## src/rtl/rsv_station.sv

```systemverilog
// rsv_station: reservation station in front of one execution unit.
// Holds DEPTH micro-ops, snoops the CDB, issues the oldest ready entry.
module rsv_station #(
  parameter int TAG_W = 4,
  parameter int OPC_W = 4,
  parameter int DEPTH = 4
) (
  input  logic             clk,
  input  logic             rst_n,
  input  logic             dec_req,
  output logic             dec_rdy,
  input  logic [TAG_W-1:0] dec_tag,
  input  logic [OPC_W-1:0] dec_opc,
  input  logic             dec_src1_vld,
  input  logic             dec_src2_vld,
  input  logic [TAG_W-1:0] dec_src1_tag,
  input  logic [TAG_W-1:0] dec_src2_tag,
  input  logic [31:0]      dec_src1_wdata,
  input  logic [31:0]      dec_src2_wdata,
  input  logic [11:0]      dec_offset,
  output logic             exu_req,
  input  logic             exu_rdy,
  output logic [TAG_W-1:0] exu_tag,
  output logic [OPC_W-1:0] exu_opc,
  output logic [31:0]      exu_src1,
  output logic [31:0]      exu_src2,
  output logic [11:0]      exu_offset,
  input  logic             cdb_wr,
  input  logic [TAG_W-1:0] cdb_tag,
  input  logic [31:0]      cdb_wdata
);

  localparam int IDX_W = $clog2(DEPTH);
  localparam logic [IDX_W-1:0] AGE_MAX = IDX_W'(DEPTH - 1);

  typedef struct packed {
    logic             vld;
    logic [TAG_W-1:0] tag;
    logic [OPC_W-1:0] opc;
    logic [11:0]      offset;
    logic             s1_vld;
    logic [TAG_W-1:0] s1_tag;
    logic [31:0]      s1_data;
    logic             s2_vld;
    logic [TAG_W-1:0] s2_tag;
    logic [31:0]      s2_data;
    logic [IDX_W-1:0] age;
  } ent_t;

  ent_t             ent_q [DEPTH];
  ent_t             new_ent;
  logic             lock_q;
  logic [IDX_W-1:0] lock_idx_q;

  logic             any_rdy;
  logic [IDX_W-1:0] old_idx;
  logic [IDX_W-1:0] best_age;
  logic [IDX_W-1:0] sel_idx;
  logic             has_free;
  logic [IDX_W-1:0] free_idx;
  logic             dispatch;
  logic             issue;

  // Oldest ready entry; strict compare keeps the lowest index on ties.
  always_comb begin
    any_rdy  = 1'b0;
    old_idx  = '0;
    best_age = '0;
    for (int i = 0; i < DEPTH; i++) begin
      if (ent_q[i].vld && ent_q[i].s1_vld && ent_q[i].s2_vld &&
          (!any_rdy || ent_q[i].age > best_age)) begin
        any_rdy  = 1'b1;
        old_idx  = IDX_W'(i);
        best_age = ent_q[i].age;
      end
    end
  end

  always_comb begin
    has_free = 1'b0;
    free_idx = '0;
    for (int i = DEPTH - 1; i >= 0; i--) begin
      if (!ent_q[i].vld) begin
        has_free = 1'b1;
        free_idx = IDX_W'(i);
      end
    end
  end

  assign sel_idx    = lock_q ? lock_idx_q : old_idx;
  assign exu_req    = lock_q | any_rdy;
  assign exu_tag    = ent_q[sel_idx].tag;
  assign exu_opc    = ent_q[sel_idx].opc;
  assign exu_src1   = ent_q[sel_idx].s1_data;
  assign exu_src2   = ent_q[sel_idx].s2_data;
  assign exu_offset = ent_q[sel_idx].offset;

  assign dec_rdy  = has_free;
  assign dispatch = dec_req & has_free;
  assign issue    = exu_req & exu_rdy;

  // Incoming op, with a same-cycle CDB hit folded in.
  always_comb begin
    new_ent         = '0;
    new_ent.vld     = 1'b1;
    new_ent.tag     = dec_tag;
    new_ent.opc     = dec_opc;
    new_ent.offset  = dec_offset;
    new_ent.s1_tag  = dec_src1_tag;
    new_ent.s2_tag  = dec_src2_tag;
    new_ent.s1_vld  = dec_src1_vld |
                      (cdb_wr && cdb_tag == dec_src1_tag);
    new_ent.s2_vld  = dec_src2_vld |
                      (cdb_wr && cdb_tag == dec_src2_tag);
    new_ent.s1_data = dec_src1_vld ? dec_src1_wdata : cdb_wdata;
    new_ent.s2_data = dec_src2_vld ? dec_src2_wdata : cdb_wdata;
    new_ent.age     = '0;
  end

  always_ff @(posedge clk) begin
    if (!rst_n) begin
      for (int i = 0; i < DEPTH; i++) begin
        ent_q[i].vld <= 1'b0;
        ent_q[i].age <= '0;
      end
      lock_q     <= 1'b0;
      lock_idx_q <= '0;
    end else begin
      for (int i = 0; i < DEPTH; i++) begin
        if (ent_q[i].vld && cdb_wr) begin
          if (!ent_q[i].s1_vld && cdb_tag == ent_q[i].s1_tag) begin
            ent_q[i].s1_vld  <= 1'b1;
            ent_q[i].s1_data <= cdb_wdata;
          end
          if (!ent_q[i].s2_vld && cdb_tag == ent_q[i].s2_tag) begin
            ent_q[i].s2_vld  <= 1'b1;
            ent_q[i].s2_data <= cdb_wdata;
          end
        end
        if (dispatch && ent_q[i].vld && ent_q[i].age != AGE_MAX) begin
          ent_q[i].age <= ent_q[i].age + IDX_W'(1);
        end
      end
      if (issue) begin
        ent_q[sel_idx].vld <= 1'b0;
      end
      if (dispatch) begin
        ent_q[free_idx] <= new_ent;
      end
      if (issue) begin
        lock_q <= 1'b0;
      end else if (exu_req) begin
        lock_q     <= 1'b1;
        lock_idx_q <= sel_idx;
      end
    end
  end

endmodule

```

## config.mk

```make
export PLATFORM = sky130hd
export DESIGN_NAME = rsv_station
export DESIGN_NICKNAME = d
export VERILOG_FILES = /design/src/rtl/rsv_station.sv
export SDC_FILE = /design/constraint.sdc
export NUM_CORES = 1
export LEC_CHECK = 0
export BUFFER_PORTS_ARGS = -buffer_cell sky130_fd_sc_hd__buf_2
export CAP_MARGIN = 25
export CORE_MARGIN = 2
export CORE_UTILIZATION = 50
export DETAILED_ROUTE_END_ITERATION = 10
export HOLD_SLACK_MARGIN = 0.03
export PLACE_DENSITY = 0.75
export SYNTH_ARGS = -nofsm -noshare
export SYNTH_HDL_FRONTEND = slang
export SYNTH_SLANG_ARGS = --single-unit
```

## constraint.sdc

```tcl
create_clock -name clk -period 7.95 [get_ports clk]
set_clock_uncertainty 0.2 [all_clocks]
set_input_delay 1.59 -clock clk [delete_from_list [all_inputs] [get_ports clk]]
set_output_delay 1.59 -clock clk [all_outputs]
set_load 0.03 [all_outputs]
```

Yosys cells after proc, flatten, opt, wreduce, memory -nomap -nowiden
Memories as Yosys holds them, arrays and structs flattened.
Index checks and enable logic that the tools add are counted.
{"block": "word_totals", "n_memories": 1, "output_inout_bits": 86, "in_bits": 135, "mem_bits_rw": 388, "regBits": 3}
{"block": "classes", "add_sub_neg": 4, "n_eq_ne": 14, "reduce_logical": 49, "magnitude_cmp": 3, "n_bitwise": 11, "muxes": 76}
{"memory": "ent_q", "words": 4, "width": 97, "rd": 5, "rd_clocked_by_memory_dff": 0, "wr": 6, "line": "50", "text": "ent_t ent_q [DEPTH];"}
{"operator": "$mux 32", "count": 2}
{"operator": "$mux 1", "count": 60}
{"operator": "$eq 4x4->1", "count": 10}
{"operator": "$logic_and 1x1->1", "count": 33}
{"operator": "$mux 2", "count": 14}
{"operator": "$logic_not 1->1", "count": 11}
{"operator": "$add 2x1->2 const B", "count": 4}
{"operator": "$ne 2x2->1 const B", "count": 4}
{"operator": "$or 1x1->1", "count": 7}
{"operator": "$gt 2x2->1", "count": 3}
{"operator": "$logic_or 1x1->1", "count": 3}
{"operator": "$and 1x1->1", "count": 2}
{"operator": "$not 1->1", "count": 2}
{"operator": "$reduce_and 2->1", "count": 1}
{"operator": "$reduce_or 2->1", "count": 1}

Longest topological paths before layout
An unclocked memory read counts as a cell.
{"block": "logic_depth", "ltp_word": 21, "mapped_depth": 24, "ltp_nobuf": 20}

Worst setup path after synthesis
No wires, ideal clock.
{"block": "synth_timing", "kind": "flip-flop to output port", "start": "memory ent_q[0][96] (netlist bit)", "end": "output exu_src2[10]", "slack_ps": 1387, "t_arrival_ps": 4773, "path_buffers": 4, "stages_incl_launch_ff": 25, "cell_sequence": "dfxtp_1 > buf_2 > and3_1 > nand2_1 > ha_1 > nor2b_1 > o21ai_0 > a21oi_1 > mux2_2 > ha_1 > nor2b_1 > o21ai_0 > a21o_1 > nand2_1 > o21ai_0 > ha_1 > nor2b_1 > o31ai_1 > a21o_1 > a21o_1 > buf_2 > buf_4 > buf_2 > mux2i_1 > mux2i_1"}
{"item": "start, declared", "line": "50"}
{"item": "end, declared", "line": "26", "text": "output logic [31:0] exu_src2,"}

==> reports/metrics.yaml <==
min-delay-start: "lock_idx_q[1]"
cp-startpoint: "ent_q[0][96]"
startpoint_type: "flop"
worstPathCellList: "and3_1 -> nand2_1 -> ha_1 -> nor2b_1 -> o21ai_0 -> a21oi_2 -> mux2_2 -> ha_1 -> nor2b_1 -> o21ai_0 -> a21o_1 -> nand2_1 -> o21ai_0 -> ha_1 -> nor2b_1 -> o31ai_1 -> a21o_1 -> a21o_4 -> buf_16 -> buf_4 -> mux2i_1 -> mux2i_1 -> buf_2"
postRouteAntennaNets: 0
clk_pin_slew_worst_paths_ns: 0.06
coreArea_mm2: 0.03883
yosysWarnings: 0
drv_cap: 0
rrSetupSlack_ns: 2.97
via_per_inst: 5.735
antenna_found_initial: 18
rsz0062_at_grt: "no"
crit_cells: 23
cts_tree: "yes"
fin_util: 0.5906
ys_seq_elements: 391
crit_end: "exu_offset[9]"
hold_buffers: 0
reg2reg_depth: 21
drive_above_1_share: 0.2291
rows: 72
worst_r2r_startpoint: "ent_q[0][96]"
cts_max_path_buffers: 3
crit_family: "compound AO/OA/AOI/OAI gates"
synth_area_mm2: 0.01977
nets: 1933
drt-initial-drc-count: 1172
synth-edff-count: 372
max_freq_ghz: 0.1326
cts_buffers: 42
critPathSlowestCell: "dfxtp_2"
worst_pin_slew_ns: 1.037
finalWirelength_um: 51870
routedWlPerCell_um: 22.10
clk_latency_ns: 0.56
period_needed_ns: 7.544
crit_fanout: 32
end_kind: "primary output"
fp.dieH_um: 202.8
die_x_um: 202.8
htreeDepth: 2
area_growth_pct: 16.00
grt_max_degree: 69
cts_num_sinks: 391
critPathRequiredTime_ns: 6.16
drc_errors: 0
initial_core_util: 0.5091
crit_type: "flop to primary output"
fin_setup_tns_ns: 0
post_dp_cell_area_mm2: 0.02138
fin_cells: 2347
outcome: "complete, no violations"
place_inst: 2245
p_leak_uw: 0.009475
via_count: 13460
yosys.cell_types.count: 43
synth_sequential_area_ratio: 0.5844
syn_inst: 1590
design_area_mm2: 0.02293
synth_top_flop_cell: "edfxtp_1"
hold_viol_final: 0
cp_num_buf_inv: 3
grt_pass1_wl_um: 78870
design.die.area_mm2: 0.04114
drt_first_pass_iters: 6
syn_area_per_cell_um2: 12.43
min_period_over_period: 0.9489
portBuffers: 220
ir_drop_mv: 0.1713
io_pins: 221
hp-class: "flop to flop"
setup_viol_count_final: 0
relSlewSlack: 0.3086
dp_hpwl_um: 31920
r2r-end: "lock_idx_q[1]"
p_per_area_mw_per_mm2: 203.9
slew_violations: 0
async_flop_share: 0
syn_nets: 1735
place_congestion: 0.8579
slowest_delay_ns: 0.44
cp.arrival_ns: 5.75
grt_usage: 0.2521
grt_overflow_total: 0
root_buffer: "clkbuf_16"
first_global_vias: 13720
==> timing repair <==
item,4_1_cts,5_1_grt
setup buffers,0,9
resized for setup,0,3
setup endpoints to repair,0,84
==> metal layers <==
layer | wire length (µm) | share of wire | track usage
met2 | 25620 | 0.49 | 0.4308
met5 | 108 | 0.0021 | 0
met4 | 1363 | 0.026 | 0.09958
met1 | 20390 | 0.39 | 0.3111
met3 | 4397 | 0.085 | 0.05730
==> sequential cells by signal, indices dropped and copies added (netlist names) <==
name and flops:
ent_q 388, lock_q 1, lock_idx_q 2
==> layout by cell type (no fill, tap or decap), types with 8 or more instances in the layout <==
master     instances
a21oi_1          145
and2_1           114
buf_12            13
buf_2            220
buf_4             23
clkbuf_1          14
clkbuf_16         42
dfxtp_1           18
diode_2            9
edfxtp_1         372
ha_1              10
mux2_1            62
mux2_2            69
mux2i_1          254
nand2_1          276
nand3_1            9
nand4_1            9
nor2_1            16
nor2b_1            8
nor3_1            10
xnor2_1           34
xor2_1             8
==> synthesized netlist by cell type (2+ instances only) <==
library cell  number  share of area
o21ai_0            6         0.0015
xnor2_1           34          0.015
nor3_1            11         0.0028
inv_1              6         0.0011
and2_0             2        0.00063
a21o_1             4         0.0015
or2_2              4         0.0013
dfxtp_1           19          0.019
buf_4             26         0.0099
xor2_1             8         0.0035
a21oi_1          147          0.037
nand2_1          283          0.054
edfxtp_1         372           0.57
nand2b_1           3        0.00095
mux2_2            69          0.039
ha_1              10         0.0063
mux2i_1          254           0.13
a31oi_1            4         0.0013
nand3_1            9         0.0023
inv_2              2        0.00038
buf_2             37         0.0094
clkbuf_1          44         0.0084
nand4_1            9         0.0028
o31ai_1            4         0.0015
nor2b_1            8         0.0025
nor2_1            17         0.0032
nand4b_1           4         0.0018
and2_1           118          0.037
mux2_1            62          0.035
==> area by class of cell <==
| type | instances | area [µm²] |
|---|---|---|
| Inverter | 8 | 30.03 |
| Multi-Input combinational cell | 1084 | 7754 |
| Antenna cell | 9 | 22.52 |
| Fill cell | 3052 | 15900 |
| Tap cell | 518 | 648.1 |
| Clock buffer | 57 | 1117 |
| Clock inverter | 19 | 158.9 |
| Sequential cell | 391 | 11550 |
| Timing Repair Buffer | 261 | 1647 |
==> kinds of logic after synthesis <==
group	share of synthesized area
AO/OA/AOI/OAI	0.04501
multiplexers	0.2033
buffers and inverters	0.02912
flip-flops	0.5844
AND/OR/NAND/NOR	0.1133
adder cells (fa/ha/maj)	0.006330
XOR/XNOR	0.01861
==> where the power goes <==
group,internal (µW),switching (µW)
combinational,177,334
clock,1050,801
sequential,2290,15.3
total,3530,1150
==> how the worst min path moves through the flow <==
stage / endpoint / cells past startpoint
finish: lock_idx_q[1] / 2
global route: lock_idx_q[1] / 2
CTS: lock_idx_q[1] / 2
detailed placement: lock_idx_q[1] / 2
global placement: lock_idx_q[1] / 2
floorplan: lock_idx_q[1] / 2
==> stage by stage <==
stage | hold WS (ns) | setup slack (ns) | total power (µW)
5_1_grt | 0.3210 | 0.07455 | 4821
4_1_cts | 0.2832 | 0.04302 | 4697
6_report | 0.2843 | 0.4062 | 4676
3_5_place_dp | 0.2754 | 0.6867 | 2857
2_1_floorplan | 0.2499 | 1.387 | 2668
3_3_place_gp | 0.2640 | 0.9220 | 2840
==> worst register-to-register path, cell delays in order, from the launching register on <==
cell      delay (ns)
dfxtp_2         0.44
and3_1          0.25
nand2_1         0.09
ha_1            0.30
nor2b_1         0.14
o21ai_0         0.10
a21oi_2         0.19
mux2_2          0.39
ha_1            0.30
nor2b_1         0.13
o21ai_0         0.20
a21o_1          0.26
nand2_1         0.07
o21ai_0         0.08
ha_1            0.27
nor2b_1         0.15
o31ai_1         0.26
a21o_1          0.23
a21o_4          0.25
buf_4           0.35
nand2b_1        0.17
a21oi_1         0.05
Note: power is estimated with default switching activity, not from simulation.
